File: config.mk
export PLATFORM = sky130hd
export DESIGN_NAME = frame_stream_reader
export DESIGN_NICKNAME = d
export VERILOG_FILES = /design/src/rtl/frame_stream_reader_pkg.sv /design/src/rtl/stream_fifo2.sv /design/src/rtl/frame_stream_reader.sv
export SDC_FILE = /design/constraint.sdc
export NUM_CORES = 1
export LEC_CHECK = 0
export BUFFER_PORTS_ARGS = -buffer_cell sky130_fd_sc_hd__buf_2
export CAP_MARGIN = 20
export CORE_ASPECT_RATIO = 0.5
export CORE_MARGIN = 5
export CORE_UTILIZATION = 45
export CTS_CLUSTER_DIAMETER = 150
export DETAILED_ROUTE_END_ITERATION = 6
export GPL_TIMING_DRIVEN = 1
export SETUP_SLACK_MARGIN = 0.02
export SYNTH_ARGS = -nofsm -noshare
export SYNTH_HDL_FRONTEND = slang
export SYNTH_SLANG_ARGS = --single-unit
export TNS_END_PERCENT = 50
File: constraint.sdc
create_clock -name clk -period 5.86 [get_ports clk]
set_input_delay 1.172 -clock clk [delete_from_list [all_inputs] [get_ports clk]]
set_output_delay 1.172 -clock clk [all_outputs]
set_load 0.05 [all_outputs]
File: src/rtl/frame_stream_reader_pkg.sv
// Shared constants and FSM encoding for the frame stream reader.
package frame_stream_reader_pkg;

  localparam int W               = 64;
  localparam int H               = 64;
  localparam int TOTAL_PIXEL     = W * H;
  localparam int TOTAL_PIXEL_BIT = $clog2(TOTAL_PIXEL);
  localparam int PIX_W           = 8;
  localparam int COL_W           = (W > 1) ? $clog2(W) : 1;
  localparam int ROW_W           = (H > 1) ? $clog2(H) : 1;

  localparam logic [TOTAL_PIXEL_BIT:0] LAST_ISSUE = (TOTAL_PIXEL_BIT + 1)'(TOTAL_PIXEL - 1);
  localparam logic [COL_W-1:0]         COL_LAST   = COL_W'(W - 1);
  localparam logic [ROW_W-1:0]         ROW_LAST   = ROW_W'(H - 1);

  typedef enum logic [1:0] {
    IDLE  = 2'd0,
    RUN   = 2'd1,
    DRAIN = 2'd2
  } state_t;

endpackage

File: src/rtl/stream_fifo2.sv
// Two-entry FIFO absorbing RAM read returns ahead of the output handshake.
module stream_fifo2 #(
  parameter int DW = 8
) (
  input  logic          clk,
  input  logic          rst_n,
  input  logic          push_i,
  input  logic [DW-1:0] push_data_i,
  input  logic          pop_i,
  output logic [DW-1:0] head_o,
  output logic [1:0]    occ_o,
  output logic          empty_o
);

  logic [DW-1:0] mem_q [2];
  logic          wr_ptr_q;
  logic          rd_ptr_q;
  logic [1:0]    occ_q;
  logic [1:0]    occ_d;

  assign occ_d = occ_q + {1'b0, push_i} - {1'b0, pop_i};

  always_ff @(posedge clk or negedge rst_n) begin
    if (!rst_n) begin
      mem_q[0] <= '0;
      mem_q[1] <= '0;
      wr_ptr_q <= 1'b0;
      rd_ptr_q <= 1'b0;
      occ_q    <= '0;
    end else begin
      if (push_i) begin
        mem_q[wr_ptr_q] <= push_data_i;
        wr_ptr_q        <= ~wr_ptr_q;
      end
      if (pop_i) begin
        rd_ptr_q <= ~rd_ptr_q;
      end
      occ_q <= occ_d;
    end
  end

  assign head_o  = mem_q[rd_ptr_q];
  assign occ_o   = occ_q;
  assign empty_o = (occ_q == 2'd0);

endmodule

File: src/rtl/frame_stream_reader.sv
// Streams a finished frame out of the result RAM in raster order with
// valid/ready handshake and sof/eol/eof markers.
module frame_stream_reader
  import frame_stream_reader_pkg::*;
(
  input  logic                       clk,
  input  logic                       rst_n,
  input  logic                       start,
  output logic                       busy,
  output logic                       done,
  output logic [TOTAL_PIXEL_BIT-1:0] rd_addr,
  input  logic [PIX_W-1:0]           rd_data,
  output logic                       m_valid,
  input  logic                       m_ready,
  output logic [PIX_W-1:0]           m_data,
  output logic                       m_sof,
  output logic                       m_eol,
  output logic                       m_eof
);

  state_t                     state_q, state_d;
  logic [TOTAL_PIXEL_BIT-1:0] rd_addr_q, rd_addr_d;
  logic [TOTAL_PIXEL_BIT:0]   issue_cnt_q, issue_cnt_d;
  logic                       inflight_q;
  logic                       busy_q, busy_d;
  logic                       done_q, done_d;
  logic [COL_W-1:0]           col_q, col_d;
  logic [ROW_W-1:0]           row_q, row_d;

  logic       issue;
  logic       pop;
  logic       fifo_empty;
  logic [1:0] occ;
  logic [2:0] credit_sum;
  logic       credit_ok;
  logic       at_eol;
  logic       at_eof;

  assign pop        = m_valid & m_ready;
  assign at_eol     = (col_q == COL_LAST);
  assign at_eof     = at_eol && (row_q == ROW_LAST);
  // Entries held plus the one still returning must leave room for a new read.
  assign credit_sum = {1'b0, occ} + {2'b0, inflight_q} - {2'b0, pop};
  assign credit_ok  = (credit_sum < 3'd2);

  always_comb begin
    state_d     = state_q;
    rd_addr_d   = rd_addr_q;
    issue_cnt_d = issue_cnt_q;
    busy_d      = busy_q;
    done_d      = 1'b0;
    col_d       = col_q;
    row_d       = row_q;
    issue       = 1'b0;

    if (pop) begin
      if (at_eol) begin
        col_d = '0;
        row_d = (row_q == ROW_LAST) ? '0 : row_q + 1'b1;
      end else begin
        col_d = col_q + 1'b1;
      end
    end

    case (state_q)
      IDLE: begin
        if (start) begin
          state_d     = RUN;
          rd_addr_d   = '0;
          issue_cnt_d = '0;
          busy_d      = 1'b1;
          col_d       = '0;
          row_d       = '0;
        end
      end
      RUN: begin
        if (credit_ok) begin
          issue       = 1'b1;
          issue_cnt_d = issue_cnt_q + 1'b1;
          // The address stays parked on the last pixel once it is issued.
          if (issue_cnt_q == LAST_ISSUE) begin
            state_d = DRAIN;
          end else begin
            rd_addr_d = rd_addr_q + 1'b1;
          end
        end
      end
      DRAIN: begin
        if (pop && at_eof) begin
          state_d = IDLE;
          busy_d  = 1'b0;
          done_d  = 1'b1;
        end
      end
      default: state_d = IDLE;
    endcase
  end

  always_ff @(posedge clk or negedge rst_n) begin
    if (!rst_n) begin
      state_q     <= IDLE;
      rd_addr_q   <= '0;
      issue_cnt_q <= '0;
      inflight_q  <= 1'b0;
      busy_q      <= 1'b0;
      done_q      <= 1'b0;
      col_q       <= '0;
      row_q       <= '0;
    end else begin
      state_q     <= state_d;
      rd_addr_q   <= rd_addr_d;
      issue_cnt_q <= issue_cnt_d;
      inflight_q  <= issue;
      busy_q      <= busy_d;
      done_q      <= done_d;
      col_q       <= col_d;
      row_q       <= row_d;
    end
  end

  stream_fifo2 #(.DW(PIX_W)) u_fifo (
    .clk         (clk),
    .rst_n       (rst_n),
    .push_i      (inflight_q),
    .push_data_i (rd_data),
    .pop_i       (pop),
    .head_o      (m_data),
    .occ_o       (occ),
    .empty_o     (fifo_empty)
  );

  assign m_valid = ~fifo_empty;
  assign m_sof   = m_valid && (col_q == '0) && (row_q == '0);
  assign m_eol   = m_valid && at_eol;
  assign m_eof   = m_valid && at_eof;
  assign rd_addr = rd_addr_q;
  assign busy    = busy_q;
  assign done    = done_q;

endmodule

==> impl_results.md <==
- CP max-delay cell: fa_1
- Final Hold Fails: 0
- Multi-input logic area: 1420 um^2
- Residual DRC count: 0
- Antenna Nets Post-Route: 0
- Mean Syn Cell Area: about 10 um^2
- Starting DRT DRC Count: 107
- Top_reg_cell synth: dfrtp_1
- Wire length of the first global-routing pass: 11200 um
- Initial Util: 0.463
- Die Wd: 127 um
- Area growth from synthesis to layout: 17.4%
- Placer Congestion: 0.838
- HP Class: register to register
- Via density: 5.31
- Worst Path Buf+Inv: 2
- WS Path Type: input port to register
- Worst path cell trace: buf_2 > nand3_1 > o21ai_0 > ha_1 > fa_1 > or3_1 > inv_1 > nand2b_1 > o211ai_1 > o31ai_1
- I/O pins: 38
- CP Launch Type: input port
- Most common library cells after synthesis: dfrtp_1 (62), nand2_1 (27), nor2_1 (25)
- Worst Path Arrival: ~3.4 ns
- Layout net count: 358
- Total gr overflow: 0
- Pre-Repair DR Iteration Count: 4
- Fill count: 592
- Total track usage: 0.165
- Die Ht: slightly below 70 um
- CTS H-tree depth: 3
- Drt wl/cell: 14.8 um
- Post-synthesis sequential area ratio: 0.500
- Max Fanout on Critical Path: 6
- Number of synthesized flops with an enable pin: 0
- Power Density: 523 nW/um^2
- Worst slew pin tran: between 0.7 and 0.8 ns
- Max capacitance violation total: 0
- Core ar.: 6700 um^2
- Slew Viols, Final: 0
- Outcome: finished clean
- CTS max path bufs: 2
- Flop and latch count out of synthesis: 62
- Tmin final: between 3 and 4 ns
- Initial antenna violation count: 0
- CTS tree: yes
- DR vias: 2311
- Largest net degree at the start of global routing: 63
- Synth Net Count: 320
- Sequential standard cell area: between 1500 and 2000 um^2
- VDD IR max: 0.204 mV
- FFs w/ async S/R, synth: 1.00
- Synth area leaders: dfrtp_1 (50%), mux2_2 (8.7%), xnor2_1 (3.4%)
- Final HPWL DP: approximately 4500 um
- Postcts setup bufs: 0
- Cell count after synthesis: 300
- Top cell type by total area after synthesis: dfrtp_1
- Port-buffer cells: 37
- CTS buffer count: 9
- Clock skew: 0.00576 ns
- Skew-Pair Late Insertion Delay: 0.33 ns
- Root buf cell: clkbuf_16
- Slew headroom: 0.462
- Synth cell types: 44
- Vias in the first global route: roughly 2.3k
- FMAX: 316 MHz
- Total Power: 1.90 mW
- Layout cells sized above 1: 0.257
- Synthesized cell area: 3100 um^2
- CP delay by family, top: simple AND/OR/NAND/NOR gates
- Crit end category: register
- Most frequent cell after synthesis: dfrtp_1
- Max incr delay on CP: slightly above 0.5 ns
- Clk sink count: 62
- Unrepaired setup endpoints after global routing: false
- Endpoints failing setup: 0
- Required @ worst endpoint: around 6.1 ns
- Synth warn: 0
- Die area: about 9000 um^2
- Rows: 21
- Post-CTS Resized: 0
- Setup TNS: 0 ns
- Worst-path clk slew: 0.06 ns
- Antenna Cells: 0
- P_leak: 1.62 nW
- WL final: between 6000 and 7000 um
- Final Cycle Share: 0.541
- Top cell type's share of synthesized area: 0.500
- Hold_buf cts: 0
[cells by family (layout without fill, tap and decap cells)]
| logic type | count (synthesis) | after routing | share of synthesized area |
|---|---|---|---|
| buffers and inverters | 28 | 71 | 0.0428 |
| flip-flops | 62 | 62 | 0.500 |
| AO/OA/AOI/OAI | 39 | 39 | 0.0791 |
| adder cells (fa/ha/maj) | 8 | 8 | 0.0347 |
| multiplexers | 25 | 25 | 0.0904 |
| XOR/XNOR | 21 | 21 | 0.0593 |
| AND/OR/NAND/NOR | 117 | 117 | 0.193 |
[final cells by class]
class,instances,share of cell area
inverter,16,0.0165
clock inverter,6,0.0169
sequential,62,0.426
clock buffer,10,0.0629
multi-input combinational,210,0.391
tap,92,0.0316
timing repair buffer,39,0.0550
[state kept, by name (all words and copies together), names as in the netlist]
signal,count
u_fifo.occ_o,2
col_q,6
state_q,2
u_fifo.rd_ptr_q,1
u_fifo.wr_ptr_q,1
done,1
u_fifo.mem_q,16
inflight_q,1
issue_cnt_q,13
rd_addr,12
busy,1
row_q,6
[cell usage in the layout, fill, tap and decap left out, drive strengths merged, types with 3 or more instances in the layout]
cell    instances
o21ai          10
dfrtp          62
clkinv          3
nor2           25
nand4           6
or2             5
a21oi          12
nand3          10
nor3           11
clkbuf         10
buf            39
o22ai           3
nand2          27
or4             3
xor2            9
xnor2          12
inv            17
o211ai          5
or3             5
nor4           10
mux2           24
ha              7
[per-stage QoR]
stage / util / instances / setup slack [ns] / area (um^2) / hold slack, ns
after floorplan: - / 300 / 2.66 / 3100 / 0.463
after global placement: 0.500 / 419 / 2.47 / 3350 / 0.477
after detailed placement: 0.500 / 419 / 2.42 / 3350 / 0.487
after CTS: 0.543 / 435 / 2.72 / 3640 / 0.501
after global routing: 0.543 / 435 / 2.54 / 3640 / 0.518
final: 0.543 / 435 / 2.69 / 3640 / 0.500
[worst reg2reg max path, cell delays in order (launching register included)]
cell	delay (ns)
dfrtp_1	0.44
nand3_1	0.16
o21ai_0	0.11
ha_1	0.20
fa_1	0.51
or3_1	0.46
inv_1	0.20
nand2b_1	0.19
o211ai_1	0.21
o31ai_1	0.09
[metal layers]
| metal | vias to the layer above | routed length (um) | global-route usage |
|---|---|---|---|
| met5 | - | 0 | 0 |
| met4 | 0 | 122 | 0.0668 |
| met3 | 10 | 295 | 0.0585 |
| met2 | 46 | 2920 | 0.262 |
| met1 | 1128 | 3090 | 0.210 |
| li1 | 1127 | - | - |
[worst paths after layout]
| path | from | endpoint | slack, ns | cells past startpoint |
|---|---|---|---|---|
| worst max-delay path | m_ready | rd_addr[3] | 2.69 | 10 |
| worst min-delay path | u_fifo.mem_q[0] | u_fifo.mem_q[0] | 0.50 | 1 |
| worst max register to register | u_fifo.occ_o[1] | rd_addr[3] | 3.17 | 9 |
| worst min register to register | u_fifo.mem_q[0] | u_fifo.mem_q[0] | 0.50 | 1 |
| max in group asynchronous | rst_n | row_q[1] | 4.33 | 2 |
| min in group asynchronous | rst_n | rd_addr[1] | 1.00 | 2 |
[power by group]
group	total [mW]	internal [mW]	leakage, nW	switching (mW)
registers	0.648	0.546	0.796	0.101
clock network	0.520	0.328	0.143	0.192
logic	0.733	0.256	0.681	0.477
total	1.90	1.13	1.62	0.770
(Power assumes the default switching activity.)
